File: src/rtl/systolic_pkg.sv
// Shared types and default dimensions for the systolic tile and its edge feeders.
package systolic_pkg;

  localparam int unsigned DefNLanes = 8;
  localparam int unsigned DefDataW  = 16;
  localparam int unsigned DefDepth  = 8;
  localparam int unsigned DefDrain  = 2;

  typedef enum logic [2:0] {
    StIdle,
    StLoad,
    StLoaded,
    StStream,
    StDrain
  } feeder_state_t;

endpackage

File: src/rtl/systolic_edge_feeder_if.sv
// Load/control/array-edge bundle of one edge feeder; master drives loads and commands.
interface systolic_edge_feeder_if
  import systolic_pkg::*;
#(
  parameter int unsigned N_LANES = DefNLanes,
  parameter int unsigned DATA_W  = DefDataW,
  parameter int unsigned DEPTH   = DefDepth
);
  logic                        load_valid;
  logic                        load_ready;
  logic [N_LANES*DATA_W-1:0]   load_data;
  logic                        load_last;
  logic                        start;
  logic                        clear;
  logic                        busy;
  logic                        done;
  logic                        array_en;
  logic [N_LANES*DATA_W-1:0]   edge_data;
  logic [$clog2(DEPTH+1)-1:0]  k_len;

  modport master (
    output load_valid, load_data, load_last, start, clear,
    input  load_ready, busy, done, array_en, edge_data, k_len
  );

  modport slave (
    input  load_valid, load_data, load_last, start, clear,
    output load_ready, busy, done, array_en, edge_data, k_len
  );
endinterface

File: src/rtl/skew_delay_line.sv
// LEN-stage shift register for one skewed lane; LEN=0 degenerates to a wire.
module skew_delay_line #(
  parameter int unsigned LEN    = 1,
  parameter int unsigned DATA_W = 16
) (
  input  logic              clk,
  input  logic              rst_n,
  input  logic              shift_en,
  input  logic              clr,
  input  logic [DATA_W-1:0] din,
  output logic [DATA_W-1:0] dout
);

  if (LEN == 0) begin : g_pass
    logic unused;
    assign unused = ^{clk, rst_n, shift_en, clr};
    assign dout   = din;
  end else begin : g_dly
    logic [DATA_W-1:0] dl_q [LEN];

    always_ff @(posedge clk or negedge rst_n) begin
      if (!rst_n) begin
        for (int k = 0; k < int'(LEN); k++) dl_q[k] <= '0;
      end else if (clr) begin
        for (int k = 0; k < int'(LEN); k++) dl_q[k] <= '0;
      end else if (shift_en) begin
        dl_q[0] <= din;
        for (int k = 1; k < int'(LEN); k++) dl_q[k] <= dl_q[k-1];
      end
    end

    assign dout = dl_q[LEN-1];
  end

endmodule

File: src/rtl/systolic_edge_feeder.sv
// Buffers up to DEPTH unskewed vectors and replays them into one systolic array edge,
// lane i delayed i cycles, followed by DRAIN enable-only cycles and a DONE pulse.
module systolic_edge_feeder
  import systolic_pkg::*;
#(
  parameter int unsigned N_LANES = DefNLanes,
  parameter int unsigned DATA_W  = DefDataW,
  parameter int unsigned DEPTH   = DefDepth,
  parameter int unsigned DRAIN   = DefDrain
) (
  input logic                  clk,
  input logic                  rst_n,
  systolic_edge_feeder_if.slave bus
);

  localparam int unsigned W  = N_LANES * DATA_W;
  localparam int unsigned KW = $clog2(DEPTH + 1);
  localparam int unsigned CW = $clog2(DEPTH + N_LANES + DRAIN + 1);
  localparam int unsigned IW = (DEPTH > 1) ? $clog2(DEPTH) : 1;

  feeder_state_t   state_q, state_d;
  logic [KW-1:0]   k_len_q, k_len_d;
  logic [CW-1:0]   s_q, s_d;
  logic [W-1:0]    row_q, row_d;
  logic            array_en_q, array_en_d;
  logic            done_q, done_d;
  logic            wr_en, dl_clr, xfer;
  logic [W-1:0]    mem_q [DEPTH];
  logic [W-1:0]    edge_data;
  logic [CW-1:0]   next_s, k_ext, stream_last, run_last;

  assign bus.load_ready = (state_q == StIdle) || (state_q == StLoad);
  assign xfer           = bus.load_valid && bus.load_ready;

  assign k_ext       = CW'(k_len_q);
  assign next_s      = s_q + CW'(1);
  assign stream_last = k_ext + CW'(N_LANES - 2);
  assign run_last    = stream_last + CW'(DRAIN);

  always_comb begin
    state_d    = state_q;
    k_len_d    = k_len_q;
    s_d        = s_q;
    row_d      = '0;
    array_en_d = 1'b0;
    done_d     = 1'b0;
    wr_en      = 1'b0;
    dl_clr     = 1'b0;
    unique case (state_q)
      StIdle, StLoad: begin
        if (bus.clear) begin
          state_d = StIdle;
          k_len_d = '0;
        end else if (xfer) begin
          wr_en   = 1'b1;
          k_len_d = k_len_q + KW'(1);
          state_d = (bus.load_last || k_len_q == KW'(DEPTH - 1)) ? StLoaded : StLoad;
        end
      end
      StLoaded: begin
        if (bus.clear) begin
          state_d = StIdle;
          k_len_d = '0;
        end else if (bus.start) begin
          state_d    = StStream;
          s_d        = '0;
          row_d      = mem_q[0];
          array_en_d = 1'b1;
          dl_clr     = 1'b1;
        end
      end
      StStream, StDrain: begin
        s_d        = next_s;
        array_en_d = 1'b1;
        row_d      = (next_s < k_ext) ? mem_q[next_s[IW-1:0]] : '0;
        if (s_q == run_last) begin
          // Flush the skew lines so the edge reads zero while idle.
          state_d    = StLoaded;
          array_en_d = 1'b0;
          done_d     = 1'b1;
          row_d      = '0;
          dl_clr     = 1'b1;
        end else if (state_q == StStream && s_q == stream_last) begin
          state_d = StDrain;
        end
      end
      default: begin
        state_d = StIdle;
        k_len_d = '0;
      end
    endcase
  end

  always_ff @(posedge clk or negedge rst_n) begin
    if (!rst_n) begin
      state_q    <= StIdle;
      k_len_q    <= '0;
      s_q        <= '0;
      row_q      <= '0;
      array_en_q <= 1'b0;
      done_q     <= 1'b0;
    end else begin
      state_q    <= state_d;
      k_len_q    <= k_len_d;
      s_q        <= s_d;
      row_q      <= row_d;
      array_en_q <= array_en_d;
      done_q     <= done_d;
    end
  end

  always_ff @(posedge clk) begin
    if (wr_en) mem_q[k_len_q[IW-1:0]] <= bus.load_data;
  end

  for (genvar i = 0; i < N_LANES; i++) begin : g_lane
    skew_delay_line #(
      .LEN    (i),
      .DATA_W (DATA_W)
    ) u_dly (
      .clk      (clk),
      .rst_n    (rst_n),
      .shift_en (array_en_q),
      .clr      (dl_clr),
      .din      (row_q[i*DATA_W +: DATA_W]),
      .dout     (edge_data[i*DATA_W +: DATA_W])
    );
  end

  assign bus.edge_data = edge_data;
  assign bus.array_en  = array_en_q;
  assign bus.busy      = array_en_q;
  assign bus.done      = done_q;
  assign bus.k_len     = k_len_q;

endmodule
File: src/flat_wrapper.sv
// flat-port wrapper written by rule: the top's interface ports become plain ports
module systolic_edge_feeder_flat import systolic_pkg::*;
#(
  parameter int unsigned N_LANES = DefNLanes,
  parameter int unsigned DATA_W  = DefDataW,
  parameter int unsigned DEPTH   = DefDepth,
  parameter int unsigned DRAIN   = DefDrain
)
  (clk, rst_n, bus_load_valid, bus_load_data, bus_load_last, bus_start, bus_clear, bus_load_ready, bus_busy, bus_done, bus_array_en, bus_edge_data, bus_k_len);
  systolic_edge_feeder_if #(.N_LANES(N_LANES), .DATA_W(DATA_W), .DEPTH(DEPTH)) bus_i ();
  input logic clk;
  input logic rst_n;
  input wire logic [$bits(bus_i.load_valid)-1:0] bus_load_valid;
  input wire logic [$bits(bus_i.load_data)-1:0] bus_load_data;
  input wire logic [$bits(bus_i.load_last)-1:0] bus_load_last;
  input wire logic [$bits(bus_i.start)-1:0] bus_start;
  input wire logic [$bits(bus_i.clear)-1:0] bus_clear;
  output wire logic [$bits(bus_i.load_ready)-1:0] bus_load_ready;
  output wire logic [$bits(bus_i.busy)-1:0] bus_busy;
  output wire logic [$bits(bus_i.done)-1:0] bus_done;
  output wire logic [$bits(bus_i.array_en)-1:0] bus_array_en;
  output wire logic [$bits(bus_i.edge_data)-1:0] bus_edge_data;
  output wire logic [$bits(bus_i.k_len)-1:0] bus_k_len;
  assign bus_i.load_valid = bus_load_valid;
  assign bus_i.load_data = bus_load_data;
  assign bus_i.load_last = bus_load_last;
  assign bus_i.start = bus_start;
  assign bus_i.clear = bus_clear;
  assign bus_load_ready = bus_i.load_ready;
  assign bus_busy = bus_i.busy;
  assign bus_done = bus_i.done;
  assign bus_array_en = bus_i.array_en;
  assign bus_edge_data = bus_i.edge_data;
  assign bus_k_len = bus_i.k_len;
  systolic_edge_feeder #(.N_LANES(N_LANES), .DATA_W(DATA_W), .DEPTH(DEPTH), .DRAIN(DRAIN)) u_core (.clk(clk), .rst_n(rst_n), .bus(bus_i));
endmodule
File: config.mk
export PLATFORM = sky130hd
export DESIGN_NAME = systolic_edge_feeder_flat
export DESIGN_NICKNAME = d
export VERILOG_FILES = /design/src/rtl/systolic_pkg.sv /design/src/rtl/systolic_edge_feeder_if.sv /design/src/rtl/skew_delay_line.sv /design/src/rtl/systolic_edge_feeder.sv /design/src/flat_wrapper.sv
export SDC_FILE = /design/constraint.sdc
export NUM_CORES = 2
export LEC_CHECK = 0
export BUFFER_PORTS_ARGS = -buffer_cell sky130_fd_sc_hd__buf_2
export CORE_MARGIN = 2
export CORE_UTILIZATION = 35
export CTS_CLUSTER_DIAMETER = 120
export DETAILED_ROUTE_END_ITERATION = 12
export GPL_TIMING_DRIVEN = 0
export PLACE_DENSITY = 0.6
export SLEW_MARGIN = 20
export SYNTH_ARGS = -nofsm -noshare
export SYNTH_HDL_FRONTEND = slang
export SYNTH_SLANG_ARGS = --single-unit
File: constraint.sdc
create_clock -name clk -period 5.7 [get_ports clk]
set_input_delay 0 -clock clk [delete_from_list [all_inputs] [get_ports clk]]
set_output_delay 0 -clock clk [all_outputs]
set_load 0.05 [all_outputs]
==> results.cfg <==
[placement]
preCtsSetupSlack_ns = 0.423
placed_area_um2 = 68200
port_buffers = 269
place_inst = 6230
gp_congestion = 0.757
hpwl_um = 105000

[timing]
clock.fmax_mhz = 185
setup_violations = 0
setup_tns_ns = 0
max_slew_margin_pct = 17.8
hold_viol_final = 0
rsz0062_at_grt = false
maxSlewViolCount = 0
holdWs_ns = 0.0482
period_minus_slack_ns = 5.42
worst_slew_pin_slew_ns = 1.22
fin_crit_sh_pct = 95.1
fin_skew_ns = 0.0511
timing.final.ws_setup_ns = 0.282

[logic_synthesis]
synth_adder_area_share_pct = 0.218
ys_ff_latch = 1614
syn-cell-area_um2 = 63000
syn_area_per_cell_um2 = 17.6
synth_xor_area_share_pct = 0.139
ys_seq_area_share_pct = 72.2
synth_simple_gate_area_share_pct = 3.85
ys_types = 47
synth_compound_area_share_pct = 2.30
synth_cells = 3572
synth_top_family_by_area = multiplexers
synthMuxAreaShare_pct = 18.3
synth_nets = 3717
synth_warnings = 0

[worst_hold_path]
worstHoldStart = bus_load_data[32]
min_to = u_core.mem_q[1][32]
hold-path-cell-count = 2
hold_path.class = primary input to flip-flop

[drt]
wl_per_cell_um = 23.9
drtIter0Drc = 2855
via_per_inst = 4.97
totalWireLength_um = 161000
ant_nets = 0
drt_pass1_iterations = 5
remaining_drc_errors = 0
num_vias = 33500

[floorplanning]
core_um2 = 179000
chipHeight_um = 428
start_util_pct = 35.3
row_count = 155
fp.dieArea_um2 = 183000
die_w_um = 428
io_pins = 270

[cts]
cts_tree = done
postCtsHoldBufs = 204
cts_buffers = 166
cts_sinks = 1614
insertion_delay_ns = 0.83
root_buffer = clkbuf_16
cts_setup_buffers = 0
ctsResizeCount = 0
htree_levels = 4
clockBufferDepth = 3
clkSlewWorstSetupHoldPaths_ns = 0.06

[setup_path]
r2r_cells = 12
r2r_slack_ns = 0.28
required_ns = 6.28
path_class = flip-flop to flip-flop
reg2reg_to = u_core.row_q[98]
r2r-start = u_core.s_q[1]
cp_max_fo = 10
worst_setup_path_end_kind = flip-flop
crit_path_start = u_core.s_q[1]
arrival_ns = 6.00
worstSetupStartpointType = flip-flop

[global_routing]
grt_start_max_net_pins = 89
antenna_found_initial = 35
grt_usage_pct = 17.5
overflow = 0
grt_pass1_wl_um = 238000
first_global_vias = 34600

[power_and_ir_drop]
vdd_ir_drop_max_mv = 0.323
p_total_mw = 37.4
leakagePower_nw = 29.1
powerDensity_nw_per_um2 = 493

[cells_and_area]
final_cells = 6748
mostFrequentLayoutCell = edfxtp_1
seqCellArea_um2 = 45500
final_area_um2 = 75800
multi_input_area_um2 = 15700
synthToLayoutAreaGrowth_pct = 20.3
fillCellCount = 15900
drive_above_1_share_pct = 23.9
final_nets = 4393
final_cell_mix = 1,024 x edfxtp_1, 590 x dfrtp_1, 576 x mux2i_1
final_core_util_pct = 42.4

[outcome]
status = finished, final reports clean

[flow_run]
cap_violations = 0
[worst max path at each step]
stage / to / depth (start not counted) / slack, ns
floorplan: u_core.mem_q[0][0] / 4 / 0.84
global placement: u_core.g_lane[1].u_dly.dout[13] / 1 / -8.78
detailed placement: u_core.row_q[98] / 12 / 0.42
CTS: u_core.row_q[98] / 12 / 0.40
global route: u_core.row_q[103] / 12 / 0.22
finish: u_core.row_q[98] / 12 / 0.28
[cell usage after synthesis (all sizes together)]
master | number | area (um^2)
nor2 | 457 | 1720
nor4 | 1 | 6.26
a311oi | 1 | 8.76
a31oi | 1 | 6.26
clkbuf | 105 | 394
nor3b | 2 | 15.0
and2 | 4 | 25.0
mux4 | 256 | 5780
nor4bb | 1 | 10.0
o211ai | 1 | 7.51
nand2b | 1 | 6.26
or3b | 1 | 8.76
buf | 208 | 1430
o22a | 1 | 8.76
nor4b | 1 | 8.76
ha | 11 | 138
a22o | 4 | 35.0
nand3 | 4 | 20.0
o211a | 1 | 10.0
dfrtp | 590 | 14800
or3 | 2 | 12.5
xor2 | 4 | 35.0
o21a | 2 | 15.0
mux2 | 1 | 11.3
a221oi | 1 | 26.3
a21oi | 5 | 25.0
and3 | 7 | 43.8
o31ai | 129 | 1200
a21o | 2 | 15.0
xnor2 | 6 | 52.6
nand2 | 135 | 507
edfxtp | 1024 | 30700
nor2b | 5 | 31.3
a32oi | 1 | 8.76
nor3 | 3 | 15.0
a311o | 1 | 10.0
mux2i | 576 | 5770
inv | 4 | 15.0
o21ai | 13 | 68.8
[kinds of logic (layout without fill, tap and decap cells)]
family	Yosys count	in the layout
buffers and inverters	317	1132
and+or+nand+nor	624	624
xor gates and xnor gates	10	10
muxes	833	833
AOI/OAI and AO/OA	163	163
DFF	1614	1614
other	0	6
adders and majority gates	11	11
[critical path: stages, from the launching register on]
cell	delay (ns)
dfrtp_1	0.43
ha_1	0.26
xor2_1	0.93
buf_6	0.34
buf_8	0.27
buf_6	0.26
ha_1	0.26
o21a_1	0.11
o21ai_0	0.14
nand2_1	0.11
clkbuf_2	0.46
clkbuf_1	0.48
o31ai_1	1.11
[report_power, final]
part	total (mW)	internal (mW)	switching, mW
combinational	11.9	4.63	7.29
clock	10.7	6.14	4.59
sequential	14.7	13.8	0.858
total	37.4	24.6	12.7
[registers in the layout (all words and copies together), names as in the netlist]
register / cells
u_core.row_q: 128
u_core.bus.array_en: 1
u_core.mem_q: 1024
u_core.g_lane.u_dly.dout: 112
u_core.bus.done: 1
u_core.s_q: 5
u_core.g_lane.u_dly.g_dly.dl_q: 336
u_core.bus.k_len: 4
u_core.state_q: 3
[area by class of cell]
class | count | area share [%]
Antenna cell | 6 | 0.0198
Multi-Input combinational cell | 1641 | 20.7
Clock inverter | 56 | 0.872
Inverter | 4 | 0.0198
Tap cell | 2355 | 3.89
Sequential cell | 1614 | 60.1
Clock buffer | 251 | 6.33
Buffer | 313 | 2.42
Timing Repair Buffer | 508 | 5.68
[per-layer routing]
metal	vias to the layer above	global-route usage [%]	share of wire, %
li1	14800	-	-
met1	17600	22.9	42
met2	845	30.4	51
met3	236	3.05	4.8
met4	12	4.13	2.0
met5	-	0	0.043
Power figures use the tool's default switching activity.
